==> src/rtl/ahb_slave_ctrl.sv <==
// AHB-Lite byte-register slave: address/data-phase control, programmable wait
// states, two-cycle ERROR response and sticky error status.
module ahb_slave_ctrl #(
  parameter int unsigned WAIT_STATES = 1
) (
  input  logic       hclk,
  input  logic       hreset_n,
  input  logic       hsel_x,
  input  logic [7:0] haddr,
  input  logic [1:0] htrans,
  input  logic       hwrite,
  input  logic [2:0] hsize,
  input  logic [7:0] hwdata,
  input  logic       hready,
  output logic       hreadyout,
  output logic       hresp,
  output logic [1:0] read_select,
  output logic [1:0] err_status,
  output logic [7:0] payload_0,
  output logic [7:0] payload_1,
  output logic [4:0] data_size
);

  typedef enum logic [2:0] {
    ST_IDLE,
    ST_WAIT,
    ST_LAST,
    ST_ERR1,
    ST_ERR2
  } state_t;

  localparam logic [2:0] WAIT_LOAD = (WAIT_STATES > 0) ? 3'(WAIT_STATES - 1) : 3'd0;

  state_t     state, state_nxt;
  logic [2:0] wcnt;
  logic       write_q;
  logic       accept_window;
  logic       sample;
  logic       size_err;
  logic       addr_err;
  logic       flagged;
  logic       clr_err;
  logic [1:0] set_err;

  assign accept_window = (state == ST_IDLE) || (state == ST_LAST) || (state == ST_ERR2);
  assign sample        = accept_window && hsel_x && hready && htrans[1];
  assign size_err      = (hsize != 3'b000);
  assign addr_err      = (haddr[7:2] != 6'd0) || (hwrite && (haddr[1:0] == 2'b00));
  assign flagged       = size_err || addr_err;

  // Flags are raised on the edge entering ERR1; the read-clear fires on the edge
  // ending LAST, so a back-to-back errored transfer can coincide and must win.
  assign clr_err = (state == ST_LAST) && !write_q && (read_select == 2'b00);
  assign set_err = (sample && flagged) ? {addr_err, size_err} : 2'b00;

  always_comb begin
    state_nxt = state;
    hreadyout = 1'b1;
    hresp     = 1'b0;
    case (state)
      ST_IDLE, ST_LAST, ST_ERR2: begin
        hresp = (state == ST_ERR2);
        if (sample) begin
          if (flagged)              state_nxt = ST_ERR1;
          else if (WAIT_STATES > 0) state_nxt = ST_WAIT;
          else                      state_nxt = ST_LAST;
        end else begin
          state_nxt = ST_IDLE;
        end
      end
      ST_WAIT: begin
        hreadyout = 1'b0;
        if (wcnt == 3'd0) state_nxt = ST_LAST;
      end
      ST_ERR1: begin
        hreadyout = 1'b0;
        hresp     = 1'b1;
        state_nxt = ST_ERR2;
      end
      default: state_nxt = ST_IDLE;
    endcase
  end

  always_ff @(posedge hclk or negedge hreset_n) begin
    if (!hreset_n) begin
      state       <= ST_IDLE;
      wcnt        <= '0;
      write_q     <= 1'b0;
      read_select <= '0;
      err_status  <= '0;
      payload_0   <= '0;
      payload_1   <= '0;
      data_size   <= '0;
    end else begin
      state <= state_nxt;

      if (sample) begin
        read_select <= haddr[1:0];
        write_q     <= hwrite;
        if (!flagged) wcnt <= WAIT_LOAD;
      end else if ((state == ST_WAIT) && (wcnt != 3'd0)) begin
        wcnt <= wcnt - 3'd1;
      end

      if ((state == ST_LAST) && write_q) begin
        case (read_select)
          2'd1:    payload_0 <= hwdata;
          2'd2:    payload_1 <= hwdata;
          2'd3:    data_size <= hwdata[4:0];
          default: ;
        endcase
      end

      err_status <= (clr_err ? 2'b00 : err_status) | set_err;
    end
  end

endmodule

==> config.mk <==
export PLATFORM = sky130hd
export DESIGN_NAME = ahb_slave_ctrl
export DESIGN_NICKNAME = d
export VERILOG_FILES = /design/src/rtl/ahb_slave_ctrl.sv
export SDC_FILE = /design/constraint.sdc
export NUM_CORES = 1
export LEC_CHECK = 0
export CORE_MARGIN = 5
export CORE_UTILIZATION = 45
export CTS_BUF_LIST = sky130_fd_sc_hd__clkbuf_4
export DETAILED_ROUTE_END_ITERATION = 16
export PLACE_DENSITY = 0.8
export SLEW_MARGIN = 20
export SYNTH_ARGS = -nofsm -noshare
export SYNTH_HDL_FRONTEND = slang
export SYNTH_SLANG_ARGS = --single-unit
==> constraint.sdc <==
create_clock -name hclk -period 2.15 [get_ports hclk]
set_input_delay 0.43 -clock hclk [delete_from_list [all_inputs] [get_ports hclk]]
set_output_delay 0.43 -clock hclk [all_outputs]
set_load 0.005 [all_outputs]
== Yosys cells after proc, flatten, opt, wreduce, memory -nomap -nowiden ==
Index checks and enable logic that the tools add are counted.

* Logic and storage cells: 58
* Flip-flop bits (word level): 32
* Output and inout port bits: 27

* Muxes and demuxes: 11
* Eq/ne operators: 9
* Bitwise operators: 1
* $add $sub $neg: 1
* Reductions and logical operators: 28

{| class="wikitable"
|+ Operators with widths
! cell !! count
|-
| $mux W3 || 5
|-
| $logic_and A1 B1 Y1 || 9
|-
| $pmux W3 S3 || 1
|-
| $reduce_and A2 Y1 || 4
|-
| $eq A3 B2 Y1 const B || 2
|-
| $logic_not A3 Y1 || 2
|-
| $mux W2 || 3
|-
| $reduce_bool A3 Y1 || 2
|-
| $reduce_bool A6 Y1 || 1
|-
| $eq A2 B2 Y1 const B || 2
|-
| $logic_not A2 Y1 || 2
|-
| $logic_or A1 B1 Y1 || 4
|-
| $ne A2 B2 Y1 const B || 2
|-
| $eq A3 B1 Y1 const B || 1
|-
| $eq A3 B3 Y1 const B || 1
|-
| $reduce_or A3 Y1 || 1
|-
| $sub A3 B1 Y3 const B || 1
|-
| $eq A2 B1 Y1 const B || 1
|-
| $or A2 B2 Y2 || 1
|-
| $pmux W1 S2 || 1
|-
| $reduce_bool A2 Y1 || 1
|-
| $reduce_or A2 Y1 || 1
|-
| $logic_not A1 Y1 || 1
|-
| $mux W1 || 1
|}

== Depth between registers and ports, before layout ==
Gate-level depths: netlist of run 1.

* Depth after elaboration: 9
* Gate-level depth with buffers: 6

== Least setup slack after synthesis of run 1 ==
Ideal clock, no wire load.

* Kind: flip-flop to flip-flop
* From: reg state[0]
* To: reg payload_0[0]
* Library setup time: 0.125 ns
* Path slack: 0.643 ns
* Required time: 2.025 ns
* Arrival time: 1.382 ns
* Buffers on the path: 0
* Stages on the path, launching flop included: 4
* Cell sequence: dfrtp_1 > nand2b_2 > nor4_4 > mux2_2

* Cells in the longest elaborated chain, start to end: 3

{| class="wikitable"
|+ RTL lines
! item !! line !! text
|-
| start: declaration || 34 || <nowiki>state_t state, state_nxt;</nowiki>
|-
| start signal: assignment || 95 || <nowiki>state <= state_nxt;</nowiki>
|-
| $eq A3 B2 Y1 || 105 || <nowiki>if ((state == ST_LAST) && write_q) begin</nowiki>
|-
| $logic_and A1 B1 Y1 || 105 ||
|-
| $reduce_and A2 Y1 (no source line) || n/a ||
|-
| end signal: assignment || 107 || <nowiki>2'd1: payload_0 <= hwdata;</nowiki>
|-
| end: declaration || 19 || <nowiki>output logic [7:0] payload_0,</nowiki>
|}

Every way passes these cells.
A chain may end at the register's enable or synchronous reset.

== Worst setup path in the final report of run 1 ==
* From: reg state[2]
* To: out hresp

* Cells in the longest elaborated chain, start to end: 3

{| class="wikitable"
|+ RTL lines
! item !! line !! text
|-
| $eq A3 B2 Y1, or another cell as far along || 60 || <nowiki>case (state)</nowiki>
|-
| $reduce_or A3 Y1 || 60 ||
|-
| $pmux W1 S2 (*) || 60 ||
|-
| end: declaration || 16 || <nowiki>output logic hresp,</nowiki>
|}

Mark *: on every way between the ends. The rest lies on a longest branch, timed or not.

==> reports/qor.txt, run 1 <==
FP Rows -> 20
First-pass DRT Iterations -> 4
Critical Path Fanout Max -> 3
area leader, netlist -> dfrtp_1
pwr/cell area -> 1300 nW/um^2
yosys warns -> 0
area fraction of the dominant cell type after synthesis -> 58.8%
Worst Tran Pin Value -> 712 ps
initial antenna violation count -> 0
1st-iter DRT viols -> 16
Post-synth EDFFs -> 0
Post-CTS Setup Bufs -> 0
Routed Antenna Nets -> 0
global-route wire length before repair -> 5.26 mm
RSZ-0062 raised after global routing -> false
Clock Path Buffers -> 2
synthesized area per cell -> 13.6 sq um
DR WL/cell -> 15.8 um
most frequent cells in the layout -> 51 x clkdlybuf4s50_1, 32 x dfrtp_1, 24 x mux2_2
skew final -> 7.41 ps
Final Critical Period -> 2060 ps
share of post-route cells with drive strength above 1 -> 25.0%
Port-buffer cells -> 51
final worst-path cycle share -> 95.7%
pre-CTS WS -> 63.3 ps
final net count -> 187
Cell variety after synth -> 29
setup TNS -> 0 ps
clk root buf -> clkbuf_4
fillers -> 248
Hold Buf Count CTS -> 0
flop and latch count out of synthesis -> 32
vias per cell -> 5.15
fmax -> 486 MHz
min-delay worst type -> in2async
Inserted Clock Buffers -> 5
residual DRC count -> 0
Clock Pin Slew Worst Setup and Hold Paths -> 100 ps
post-synth net total -> 128
slack of the critical path -> 92.2 ps
CP max stage delay -> 490 ps
Setup CP Type -> reg2out
Fin. Hold Viols -> 0
WP data required -> 1720 ps
Via Count -> 994
die height -> 65 um
area grow syn2layout -> 47.3%
total grt overflow -> 0
GRT Util Overall -> 16.3%
TritonCTS clock tree -> built
Max Slew Vio Count -> 0
core area -> 2980 sq um
CP max-delay cell -> clkdlybuf4s50_1
Ant. Diodes -> 0
Post-Route WL -> 3.05 mm
Worst Path Arrival -> 1630 ps
status -> completed
Final Setup Violations -> 0
CP endpoint kind -> output pin
Top FF cell, synth -> dfrtp_1
async set-reset flop share out of synthesis -> 100%
cell area after synthesis -> 1360 sq um
worst-case vdd ir drop -> 0.000799 V
CTS H-Tree Depth -> 2
clock sinks -> 32
max_cap viols -> 0
post-CTS sizing -> 0
Die ar. -> 4230 sq um
clock latency on the worst-skew pair -> 330 ps
Initial Util -> 45.7%
gpl congestion -> 0.735
Cell Chain, Critical Path -> nand2b_1 -> nor2_2 -> a21o_1 -> clkdlybuf4s50_1
Bufs and invs on worst path -> 1
post-synthesis cell count -> 100
commonest non-fill, non-tap cell in the layout -> clkdlybuf4s50_1
Top Ports -> 53
relative slew slack -> 51.9%
cell family with most CP delay -> buffers and inverters
top post-synthesis cells by area -> dfrtp_1 59%, mux2_2 20%, ha_1 1.8%, nand2b_1 1.8%, nor4_4 1.6%
Chip Width -> 65 um
vias in the first global route -> 1,111
largest net degree at the start of global routing -> 33
Leakage -> 0.000849 uW
sequential-to-total area share from yosys stat -> 58.8%
HPWL Detailed -> 2.34 mm
Worst setup SP type -> flop
[cell usage after synthesis, types with 2 or more instances]
| master | instances |
|---|---|
| a21oi_1 | 2 |
| a22o_1 | 2 |
| dfrtp_1 | 32 |
| ha_1 | 2 |
| inv_1 | 4 |
| mux2_2 | 24 |
| nand2_1 | 5 |
| nand2b_1 | 4 |
| nor2_1 | 5 |
[final timing paths]
path                       startpoint       endpoint  slack (ps)  cells after the start
min                          hreset_n  err_status[0]         490                      2
max reg2reg                  state[0]   payload_1[5]         530                      4
max in group asynchronous    hreset_n   data_size[0]        1370                      2
max                          state[2]          hresp          90                      4
min in group hclk             wcnt[0]        wcnt[0]         510                      1
min reg2reg                   wcnt[0]        wcnt[0]         510                      1
[worst register-to-register path: cells and delay by family, from the launching register on]
kind             cells  cell delay, ps
and+or+nand+nor      3             720
DFF                  1             430
muxes                1             360
[cells by family (layout without fill, tap and decap cells)]
| family | after synthesis | count (layout) | share of synthesized area, % |
|---|---|---|---|
| flip-flops | 32 | 32 | 58.8 |
| multiplexers | 24 | 24 | 19.9 |
| AND/OR/NAND/NOR | 23 | 23 | 10.4 |
| AO/OA/AOI/OAI | 12 | 12 | 6.43 |
| buffers and inverters | 6 | 66 | 2.02 |
| adder cells (fa/ha/maj) | 2 | 2 | 1.84 |
| XOR/XNOR | 1 | 1 | 0.643 |
[state kept, by name, summed over array words and instances (netlist names)]
name         count
data_size        5
wcnt             3
write_q          1
err_status       2
payload_1        8
payload_0        8
state            3
read_select      2
[power breakdown]
part           internal [uW]  switching, uW
Sequential               889            193
Combinational            718            349
Clock                    242            211
Total                   1850            753
[metal layers]
metal | part of all wire [%] | track usage [%]
met5 | 0 | 0
met4 | 1.6 | 6.33
met1 | 39 | 19.4
met2 | 55 | 28.5
met3 | 3.9 | 3.81
[metrics by stage]
stage | cell area, sq um | power (uW) | hold slack (ps) | utilization, % | instances
final | 2010 | 2600 | 486 | 67.4 | 193
after global routing | 2010 | 2780 | 518 | 67.4 | 193
after CTS | 2000 | 2630 | 492 | 67.3 | 193
after detailed placement | 1920 | 2170 | 489 | 64.6 | 185
after global placement | 1920 | 2120 | 468 | 64.6 | 185
after floorplan | 1360 | 1490 | 134 | - | 100
[cell type report]
cell class                 count  area (sq um)  area share, %
clock buffer                   5          37.5           1.87
tap                           33          41.3           2.06
clock inverter                 3          42.5           2.12
inverter                       4          15.0          0.749
timing repair buffer          54           533           26.6
sequential                    32           801           39.9
multi-input combinational     62           536           26.7
(Power assumes the default switching activity.)
==> run 2, diff against run 1 <==
--- a/config.mk
+++ b/config.mk
@@ -5,8 +5,9 @@
 export SDC_FILE = /design/constraint.sdc
 export NUM_CORES = 1
 export LEC_CHECK = 0
+export ABC_AREA = 1
 export CORE_MARGIN = 5
-export CORE_UTILIZATION = 45
+export CORE_UTILIZATION = 46
 export CTS_BUF_LIST = sky130_fd_sc_hd__clkbuf_4
 export DETAILED_ROUTE_END_ITERATION = 16
 export PLACE_DENSITY = 0.8
==> run 2 against run 1 <==
  * Total power fell by 3.3%
  * Core utilization fell by 0.18 points
  * Die area rose by 3.9%
  * Wire length rose by 5.7%
  * Sequential share of layout area fell by 0.88 points
  * Clock skew fell by 0.85 ps
  * Critical path type unchanged
==> reports/qor.txt, run 2 <==
status -> completed (unchanged)
post-synthesis cell count -> 156 (was 100)
WP data required -> 1720 ps (about the same)
top post-synthesis cells by area -> dfrtp_1 55%, nand2_1 11%, o21ai_2 9.6%, inv_1 5.9%, o21ai_0 3.4% (was dfrtp_1 59%, mux2_2 20%, ha_1 1.8%, nand2b_1 1.8%, nor4_4 1.6%)
TritonCTS clock tree -> built (unchanged)
clock latency on the worst-skew pair -> 320 ps (was 330 ps)
R2R depth -> 5 (was 4)
sequential-to-total area share from yosys stat -> 55.0% (was 58.8%)
Fin. Hold Viols -> 0 (unchanged)
residual DRC count -> 0 (unchanged)
Via Count -> 1,194 (was 994)
CTS H-Tree Depth -> 2 (unchanged)
Ant. Diodes -> 0 (unchanged)
largest net degree at the start of global routing -> 33 (unchanged)
Top Registers -> payload_0: 8 flops, payload_1: 8 flops, data_size: 5 flops (unchanged)
pre-CTS WS -> 416 ps (was 63.3 ps)
max_cap viols -> 0 (unchanged)
min-delay worst type -> in2async (unchanged)
crit path capture -> hresp (unchanged)
Top Ports -> 53 (unchanged)
Worst setup SP type -> flop (unchanged)
flop and latch count out of synthesis -> 32 (unchanged)
final worst-path cycle share -> 94.1% (was 95.7%)
synthesized area per cell -> 9.33 sq um (was 13.6 sq um)
yosys warns -> 0 (unchanged)
final core occ -> 67.2% (was 67.4%)
post-synth net total -> 184 (was 128)
GRT Util Overall -> 16.9% (was 16.3%)
share of post-route cells with drive strength above 1 -> 13.6% (was 25.0%)
Critical Path Fanout Max -> 4 (was 3)
area leader, netlist -> dfrtp_1 (unchanged)
skew final -> 6.56 ps (was 7.41 ps)
area fraction of the dominant cell type after synthesis -> 55.0% (was 58.8%)
clock sinks -> 32 (unchanged)
global-route wire length before repair -> 5.63 mm (was 5.26 mm)
Top FF cell, synth -> dfrtp_1 (unchanged)
Post-CTS Setup Bufs -> 0 (unchanged)
Inserted Clock Buffers -> 5 (unchanged)
Setup CP Type -> reg2out (unchanged)
1st-iter DRT viols -> 38 (was 16)
Post-synth EDFFs -> 0 (unchanged)
Post-Route WL -> 3.22 mm (was 3.05 mm)
DR WL/cell -> 12.5 um (was 15.8 um)
Max Slew Vio Count -> 0 (unchanged)
Clock Path Buffers -> 2 (unchanged)
beginning of the critical path -> state[2] (unchanged)
Port-buffer cells -> 51 (unchanged)
Cell variety after synth -> 17 (was 29)
RSZ-0062 raised after global routing -> false (unchanged)
cell area after synthesis -> 1460 sq um (was 1360 sq um)
cell with the most instances after synthesis -> nand2_1 (was dfrtp_1)
vias in the first global route -> 1,243 (was 1,111)
total grt overflow -> 0 (unchanged)
Final Setup Violations -> 0 (unchanged)
Initial Util -> 47.7% (was 45.7%)
CP endpoint kind -> output pin (unchanged)
Clock Pin Slew Worst Setup and Hold Paths -> 90 ps (was 100 ps)
worst-case vdd ir drop -> 0.000608 V (was 0.000799 V)
DP Area -> 2010 sq um (was 1920 sq um)
fmax -> 494 MHz (was 486 MHz)
most frequent cells in the layout -> 51 x clkdlybuf4s50_1, 41 x nand2_1, 32 x dfrtp_1 (was 51 x clkdlybuf4s50_1, 32 x dfrtp_1, 24 x mux2_2)
area grow syn2layout -> 40.9% (was 47.3%)
slack of the critical path -> 128 ps (was 92.2 ps)
clk root buf -> clkbuf_4 (unchanged)
Worst Tran Pin Value -> 398 ps (was 712 ps)
Worst Path Arrival -> 1590 ps (was 1630 ps)
Leakage -> 0.000980 uW (was 0.000849 uW)
FP Rows -> 20 (unchanged)
list of most frequent post-synthesis cells -> 41 x nand2_1, 32 x dfrtp_1, 23 x inv_1 (was 32 x dfrtp_1, 24 x mux2_2, 5 x nand2_1, 5 x nor2_1)
First-pass DRT Iterations -> 4 (unchanged)
Routed Antenna Nets -> 0 (unchanged)
setup TNS -> 0 ps (unchanged)
final net count -> 241 (was 187)
Worst R2R End -> state[1] (was payload_1[5])
Final Critical Period -> 2020 ps (was 2060 ps)
commonest non-fill, non-tap cell in the layout -> clkdlybuf4s50_1 (unchanged)
die height -> 66.2 um (was 65 um)
async set-reset flop share out of synthesis -> 100% (unchanged)
fin area -> 2050 sq um (was 2010 sq um)
pwr/cell area -> 1230 nW/um^2 (was 1300 nW/um^2)
core area -> 3050 sq um (was 2980 sq um)
Chip Width -> 66.2 um (was 65 um)
initial antenna violation count -> 0 (unchanged)
FF-to-FF setup slack -> 790 ps (was 530 ps)
vias per cell -> 4.65 (was 5.15)
Die ar. -> 4390 sq um (was 4230 sq um)
relative slew slack -> 73.5% (was 51.9%)
gpl congestion -> 0.787 (was 0.735)
HPWL Detailed -> 2.57 mm (was 2.34 mm)
Critical R2R Launch -> state[1] (was state[0])
-- run 2: report_power, final --
part           switching [uW]  leakage [uW]  internal (uW)
clock                     186     0.0000261            114
sequential                187      0.000367            884
combinational             487      0.000587            659
total                     860      0.000980           1660
-- run 2: routing by layer --
metal	GRT usage [%]	vias up	wire length (um)	part of all wire, %
li1	-	602	-	-
met1	18.5	556	1320	41
met2	30.6	31	1700	53
met3	5.10	5	167	5.2
met4	5.58	0	35	1.1
met5	0	-	0	0
-- run 2: logic make-up (layout without fill, tap and decap cells) --
| group | Yosys count | count (layout) | synth area share [%] |
|---|---|---|---|
| buffers and inverters | 25 | 82 | 7.48 |
| AND/OR/NAND/NOR | 69 | 69 | 22.0 |
| adder cells (fa/ha/maj) | 2 | 2 | 1.72 |
| AO/OA/AOI/OAI | 28 | 28 | 13.8 |
| flip-flops | 32 | 32 | 55.0 |
-- run 2: repair_timing --
action / CTS / global route
hold buffers: 0 / 0
endpoints found under the setup margin: 0 / 1
gates resized for setup: 0 / 1
-- run 2: final cells by class --
class	count	area, sq um
clock buffers	5	37.5
clock inverters	2	7.51
fillers	252	1000
inverters	23	86.3
multi-input cells	99	546
flip-flops and latches	32	801
well taps	44	55.1
repair buffers	52	518
-- run 2: through the flow --
step / hold WS, ps / instances / power [uW]
after floorplan: 134 / 156 / 1580
after global placement: 465 / 250 / 2180
after detailed placement: 473 / 250 / 2250
after CTS: 496 / 257 / 2550
after global routing: 519 / 257 / 2730
final: 490 / 257 / 2520
-- run 2: how the worst min path moves through the flow --
stage / from / to / slack (ps) / depth (start not counted)
finish: hreset_n / read_select[0] / 490 / 2
global route: hreset_n / payload_0[0] / 520 / 2
floorplan: hreset_n / data_size[0] / 130 / 0
detailed placement: payload_1[2] / payload_1[2] / 470 / 2
global placement: err_status[1] / err_status[1] / 460 / 2
CTS: hreset_n / payload_0[0] / 500 / 2
-- run 2: worst max-delay path: stages, from the launching register on --
cell	delay (ps)
dfrtp_1	430
inv_1	70
nand2_1	100
o21ai_1	170
clkdlybuf4s50_1	520
==> run 3, diff against run 2 <==
==> constraint.sdc (replaced) <==
create_clock -name hclk -period 2.15 [get_ports hclk]
set_input_delay 0.43 -clock hclk [delete_from_list [all_inputs] [get_ports hclk]]
set_output_delay 0.43 -clock hclk [all_outputs]
set_load 0.1 [all_outputs]
==> run 3 against run 2 <==
  * Critical endpoint unchanged
  * Final cell count up 0.39%
  * Core utilization up 0.20 points
  * Sequential share of layout area down 0.12 points
  * Non-clock buffer count unchanged
  * Register-to-register slack about the same
  * Highest routed layer unchanged
  * Cell area up 0.30%
  * Critical path depth unchanged
  * Via count down 0.59%
  * Worst hold slack worse by 0.71 ps
  * Sequential cell count unchanged
  * Clock skew down 0.95 ps
==> reports/qor.txt, run 3 (synthesized netlist as in run 2, its figures left out) <==
status -> completed (unchanged)
final worst-path cycle share -> 81.3% (was 94.1%)
TritonCTS clock tree -> built (unchanged)
Max Slew Vio Count -> 0 (unchanged)
die height -> 66.2 um (unchanged)
Ant. Diodes -> 0 (unchanged)
fmax -> 572 MHz (was 494 MHz)
final core occ -> 67.4% (was 67.2%)
Initial Util -> 47.7% (unchanged)
1st-iter DRT viols -> 42 (was 38)
Chip Width -> 66.2 um (unchanged)
Port-buffer cells -> 51 (unchanged)
Hold Buf Count CTS -> 0 (unchanged)
clock latency on the worst-skew pair -> 330 ps (was 320 ps)
min-delay worst type -> in2async (unchanged)
vias in the first global route -> 1,243 (unchanged)
fin area -> 2060 sq um (was 2050 sq um)
Routed Antenna Nets -> 0 (unchanged)
R2R depth -> 6 (was 5)
relative slew slack -> 73.6% (was 73.5%)
skew final -> 5.62 ps (was 6.56 ps)
FF-to-FF setup slack -> 800 ps (was 790 ps)
core area -> 3050 sq um (unchanged)
Worst Path Arrival -> 1320 ps (was 1590 ps)
Fin. Hold Viols -> 0 (unchanged)
gpl congestion -> 0.771 (was 0.787)
clock sinks -> 32 (unchanged)
GRT Util Overall -> 16.5% (was 16.9%)
First-pass DRT Iterations -> 4 (unchanged)
Worst Tran Pin Value -> 396 ps (was 398 ps)
residual DRC count -> 0 (unchanged)
final net count -> 241 (unchanged)
CTS H-Tree Depth -> 2 (unchanged)
Post-Route WL -> 3.25 mm (was 3.22 mm)
largest net degree at the start of global routing -> 33 (unchanged)
initial antenna violation count -> 0 (unchanged)
total grt overflow -> 0 (unchanged)
share of post-route cells with drive strength above 1 -> 28.5% (was 13.6%)
Post-CTS Setup Bufs -> 0 (unchanged)
post-CTS sizing -> 0 (unchanged)
CP endpoint kind -> output pin (unchanged)
Die ar. -> 4390 sq um (unchanged)
Clock Path Buffers -> 2 (unchanged)
Via Count -> 1,187 (was 1,194)
WP data required -> 1720 ps (about the same)
RSZ-0062 raised after global routing -> false (unchanged)
hold slack -> 489 ps (was 490 ps)
Critical Path Fanout Max -> 4 (unchanged)
Inserted Clock Buffers -> 5 (unchanged)
Worst setup SP type -> flop (unchanged)
most frequent cells in the layout -> 40 x nand2_1, 32 x dfrtp_1, 26 x buf_4 (was 51 x clkdlybuf4s50_1, 41 x nand2_1, 32 x dfrtp_1)
Clock Pin Slew Worst Setup and Hold Paths -> 100 ps (was 90 ps)
HPWL Detailed -> 2.61 mm (was 2.57 mm)
Top Ports -> 53 (unchanged)
area grow syn2layout -> 41.4% (was 40.9%)
clk root buf -> clkbuf_4 (unchanged)
DP Area -> 1980 sq um (was 2010 sq um)
FP Rows -> 20 (unchanged)
vias per cell -> 4.60 (was 4.65)
max_cap viols -> 0 (unchanged)
DR WL/cell -> 12.6 um (was 12.5 um)
Final Critical Period -> 1750 ps (was 2020 ps)
Setup CP Type -> reg2out (unchanged)
commonest non-fill, non-tap cell in the layout -> nand2_1 (was clkdlybuf4s50_1)
Final Setup Violations -> 0 (unchanged)
Top Registers -> payload_0: 8 flops, payload_1: 8 flops, data_size: 5 flops (unchanged)
setup TNS -> 0 ps (unchanged)
global-route wire length before repair -> 5.37 mm (was 5.63 mm)
==> run 3: cell count changes in the layout (fill, tap and decap cells not counted) <==
cell / previous run / this run
buf_12: 0 / 2
buf_4: 1 / 26
bufinv_16: 0 / 1
clkbuf_4: 5 / 6
clkdlybuf4s50_1: 51 / 24
clkinv_1: 2 / 0
clkinv_2: 0 / 1
nand2_1: 41 / 40
nand2_2: 2 / 3
o21ai_1: 1 / 0
o21ai_4: 0 / 1
==> run 3: area by class of cell <==
class | instances | area [sq um]
Sequential cell | 32 | 801
Multi-Input combinational cell | 99 | 559
Clock buffer | 6 | 45.0
Inverter | 23 | 86.3
Timing Repair Buffer | 52 | 475
Clock inverter | 2 | 35.0
Tap cell | 44 | 55.1
Fill cell | 252 | 996
==> run 3: path summary, 6_finish.rpt <==
kind                                    start              to
worst max-delay path                 state[2]           hresp
worst min-delay path                 hreset_n   err_status[0]
worst min register to register  err_status[1]   err_status[1]
worst max register to register       state[0]    payload_0[5]
min in group hclk               err_status[1]   err_status[1]
max in group asynchronous            hreset_n  read_select[0]
==> run 3: critical path, stage by stage, from the launching register on <==
cell and delay (ps):
dfrtp_1 420, inv_1 80, nand2_2 110, o21ai_4 190, buf_12 190
==> run 3: stage by stage <==
stage | std cells | worst slack, ps
2_1_floorplan | 156 | 211
3_3_place_gp | 250 | 531
3_5_place_dp | 250 | 467
4_1_cts | 258 | 374
5_1_grt | 258 | 342
6_report | 258 | 403
==> run 3: metal layers <==
| layer | part of all wire, % | track usage, % | up-vias |
|---|---|---|---|
| li1 | - | - | 602 |
| met3 | 3.8 | 5.78 | 10 |
| met5 | 0 | 0 | - |
| met1 | 40 | 17.6 | 553 |
| met4 | 2.2 | 7.36 | 0 |
| met2 | 54 | 29.1 | 22 |
Power of run 3 is not shown: default switching activity piles up to over one toggle a cycle in this logic, so the estimate is an artifact.
==> variant 1, RTL diff (config.mk and constraints of run 2) <==
Make the reset (`hreset_n`) synchronous in one clocked block.
--- a/src/rtl/ahb_slave_ctrl.sv
+++ b/src/rtl/ahb_slave_ctrl.sv
@@ -81,7 +81,7 @@
     endcase
   end
 
-  always_ff @(posedge hclk or negedge hreset_n) begin
+  always_ff @(posedge hclk) begin
     if (!hreset_n) begin
       state       <= ST_IDLE;
       wcnt        <= '0;
Check against the original RTL: differs if hreset_n is asserted again (counterexample within 4 cycles, from zero or initial values and one cycle with hreset_n low); with hreset_n held inactive, the same outputs for 10 cycles.
==> variant 1 against run 2 <==
Final area shrank 6.4%. Worst setup slack better by 0.13 ns. Sequential cell count is the same. Sequential share of layout area is 5.7 points lower. Highest routed layer unchanged. Routed wire length decreased by 1.8%. Synthesized cell count is 9.6% higher. Area after synthesis down 9.3%.
Power is not compared: it rests on default switching activity, and its combinational part moved more than twofold at a synthesized area within 25%.
==> variant 1: results (changes against run 2) <==
DR vias 1297 (+8.6%); XOR/XNOR Fraction of Synth Area 0.664% (+0.66 points); Met3 Routed Length 238 µm (+43%); final worst slack 0.262 ns (+0.134 ns); metal1 wirelength 1210 µm (-8.1%); placed insts 252 (+0.80%); Routed Wire Length 3160 µm (-1.8%); r2r setup slk 0.85 ns (+0.06 ns); met2 Use GR 31.7% (+1.1 points); R2R Path End payload_1[1]; headroom to the max-slew limit 79.8% (+6.4 points); max incr delay on CP 0.50 ns (-0.02 ns); Post-Syn Area per Cell 7.72 µm² (-17%); routing usage on met1 16.4% (-2.1 points); max layer used met4; worst slack, placed 0.449 ns (+0.0331 ns); Post-synth ARST share 0% (-100 points); number of synthesis warnings 0 (unchanged); Synth Area in Adders 1.90% (+0.18 points); R2R depth 6 (+1); status completed; RD Place Congestion 0.788 (about the same); fraction of the yosys area taken by sequential cells 48.5% (-6.5 points); slowest cell on the critical path clkdlybuf4s50_1; Finished Layout Cells 259 (+0.78%); most instantiated cells after synthesis nor2_1 (49), dfxtp_1 (32), o21ai_0 (20); largest net degree at the start of global routing 26 (-21%); Data arrival, critical path 1.46 ns (-0.13 ns); FILL cells 258 (+2.4%); Syn Nets 199 (+8.2%); top post-synthesis cells by area dfxtp_1 (49%), nor2_1 (14%), o21ai_0 (7.6%); GRT Util Overall 16.9% (+0.034 points); met3 usage in global routing 6.93% (+1.8 points); Worst Path Max Fanout 5 (+1); number of distinct library cells after synthesis 22 (+5); seq pwr 0.000609 W; Sw Ratio ~23%; cell area after placement 1870 µm² (-6.8%); Hold/Removal Path Class register to register; DP HPWL 2600 µm (+1.3%); Critical Path Start state[0]; Seq. cell area 641 µm² (-20%); Root Driver clkbuf_4; fraction of layout cells with a size suffix above 1 8.33% (-5.3 points); Worst Skew 0.00113 ns (-0.00544 ns); compound-cell area share of the yosys netlist 13.9% (+0.18 points); VDD IR-drop max 0.457 mV; first-pass GRT wire length 5550 µm (-1.5%); Main synth FF type dfxtp_1; met2 WL 1670 µm (-1.6%); Worst-Skew Late Latency 0.32 ns (about the same); DR iter-0 viols 42 (+11%); Int Pwr 0.000798 W
-- variant 1: cell count changes after synthesis, moves of 3 or more --
| cell | change |
|---|---|
| a21oi_1 | +7 |
| clkinv_2 | +3 |
| dfrtp_1 | -32 |
| dfxtp_1 | +32 |
| inv_1 | -13 |
| nand2_1 | -26 |
| nor2_1 | +37 |
| o21ai_0 | +10 |
| o21ai_1 | +4 |
| o21ai_2 | -16 |
-- variant 1: area by class of cell --
class	instances	area share (%)
Inverter	15	3.13
Clock buffer	6	2.35
Sequential cell	32	33.4
Tap cell	31	2.02
Multi-Input combinational cell	122	31.9
Timing Repair Buffer	52	27.0
Clock inverter	1	0.261
-- variant 1: worst min-delay path by stage --
stage,to,from,slack [ns]
4_1_cts,err_status[1],err_status[1],0.47
2_1_floorplan,write_q,write_q,0.44
6_report,err_status[1],err_status[1],0.47
5_1_grt,err_status[1],err_status[1],0.50
3_3_place_gp,err_status[0],err_status[0],0.45
3_5_place_dp,err_status[1],err_status[1],0.46
==> variant 2, RTL diff (config.mk and constraints of run 2) <==
Made on the original files. Encoding of `state_t`: now one-hot (5 bits for 5 states).
--- a/src/rtl/ahb_slave_ctrl.sv
+++ b/src/rtl/ahb_slave_ctrl.sv
@@ -21,12 +21,12 @@
   output logic [4:0] data_size
 );
 
-  typedef enum logic [2:0] {
-    ST_IDLE,
-    ST_WAIT,
-    ST_LAST,
-    ST_ERR1,
-    ST_ERR2
+  typedef enum logic [4:0] {
+    ST_IDLE = 5'b00001,
+    ST_WAIT = 5'b00010,
+    ST_LAST = 5'b00100,
+    ST_ERR1 = 5'b01000,
+    ST_ERR2 = 5'b10000
   } state_t;
 
   localparam logic [2:0] WAIT_LOAD = (WAIT_STATES > 0) ? 3'(WAIT_STATES - 1) : 3'd0;
Formal check against the unedited RTL: no difference found for any inputs over 10 cycles, from zero or initial values and one cycle with hreset_n low; not proved beyond that.
==> variant 2 against run 2 <==
Count of clock-buffer cells in the layout is the same. Worst setup slack gained 0.0022 ns. Sequential cell count grew 2. Highest routed layer unchanged. Final area grew 5.2%. Hold slack lost 0.014 ns. Routed wire length grew 13%. Largest cell class unchanged. Area after synthesis grew 2.9%.
Power is not compared: it rests on default switching activity, and its combinational part moved more than twofold at a synthesized area within 25%.
==> variant 2: results (changes against run 2) <==
Worst-path clk slew 0.11 ns (+0.02 ns); Critical Path Start state[3]; post-DR wirelength/cell 13.8 µm (+10%); fraction of layout cells with a size suffix above 1 12.8% (-0.83 points); worst-margin pin slew 0.417 ns (+0.0184 ns); max cap viols 0 (unchanged); Syn Nets 188 (+2.2%); Hold/Removal Path Class primary input to asynchronous set/reset pin; Worst-Skew Late Latency 0.34 ns (+0.02 ns); top post-synthesis cells by area dfrtp_1 (55%), nand2_1 (9.3%), inv_1 (5.3%); Synth Area in Adders 1.67% (-0.049 points); first-pass GRT wire length 5860 µm (+4.0%); Initial DRT Pass Iterations 4 (unchanged); worst r2r src state[2]; Worst Path Max Fanout 3 (-1); Fin Hold WS 0.476 ns (-0.0139 ns); FILL cells 245 (-2.8%); largest net degree at the start of global routing 35 (+6.1%); post-layout minimum cycle time 2.02 ns (-0.00223 ns); leakage 1.07 nW; Routed Wire Length 3640 µm (+13%); number of synthesis warnings 0 (unchanged); cts repair resizes 1 (+1); Post-synth ARST share 100% (unchanged); RD Place Congestion 0.731 (-7.1%); Max clock buf depth 2 (unchanged); Max H-tree Level 2 (unchanged); Setup crit end hresp; Worst Skew 0.00802 ns (+0.00145 ns); VDD IR-drop max 0.377 mV; r2r setup slk 0.73 ns (-0.06 ns); status completed; number of global-route vias before repair 1258 (+1.2%); antenna violations before repair 0 (unchanged); cell area after placement 2050 µm² (+2.1%); placed insts 254 (+1.6%); met2 Use GR 32.3% (+1.7 points); die area 4500 µm² (+2.5%); R2R Path End payload_0[1]; compound-cell area share of the yosys netlist 11.2% (-2.6 points); Data arrival, critical path 1.59 ns (about the same); XOR/XNOR Fraction of Synth Area 0.585% (+0.58 points); number of distinct library cells after synthesis 23 (+6); Regs by FF count payload_0 (8), payload_1 (8); DR iter-0 viols 62 (+63%); Int Pwr 0.00108 W; fraction of synthesized area in multiplexers 0% (unchanged); CTS Buf Count 5 (unchanged); drt via density 4.81 (+3.4%); max incr delay on CP 0.49 ns (-0.03 ns); worst slack, placed 0.323 ns (-0.0928 ns); met3 usage in global routing 5.23% (+0.13 points); Mapped Cells 160 (+2.6%); DP HPWL 2770 µm (+7.6%); most instantiated cells after synthesis nand2_1 (37), dfrtp_1 (33), inv_1 (21); GRT Util Overall 18.2% (+1.4 points); post-CTS setup buffers 0 (unchanged); R2R depth 7 (+2); routing usage on met1 19.6% (+1.1 points); fraction of the yosys area taken by sequential cells 56.9% (+1.9 points)
variant 2: power by group through the flow:
stage | logic [W] | registers, W | clock network [W]
after global placement | 0.000120 | 0.000685 | 0
after detailed placement | 0.000125 | 0.000686 | 0
final | 0.000125 | 0.000674 | 0.000580
after CTS | 0.000127 | 0.000674 | 0.000589
after floorplan | 0.0000409 | 0.000683 | 0
after global routing | 0.000139 | 0.000676 | 0.000622
variant 2: layout make-up:
class | instances | area, µm² | share of cell area, %
inverter | 24 | 90.1 | 4.17
clock inverter | 3 | 63.8 | 2.96
clock buffer | 5 | 37.5 | 1.74
tap | 44 | 55.1 | 2.55
multi-input combinational | 100 | 536 | 24.8
sequential | 34 | 852 | 39.5
timing repair buffer | 53 | 524 | 24.3
variant 2: cells by family after synthesis:
logic type	after synthesis
compound gates	27
xor+xnor	1
fa+ha+maj	2
buf+inv	26
flops	34
simple gates	70
variant 2: layer usage:
metal  part of all wire (%)  routed length (µm)
met2                     55                2000
met3                    3.8                 140
met4                    2.5                  91
met5                      0                   0
met1                     39                1400
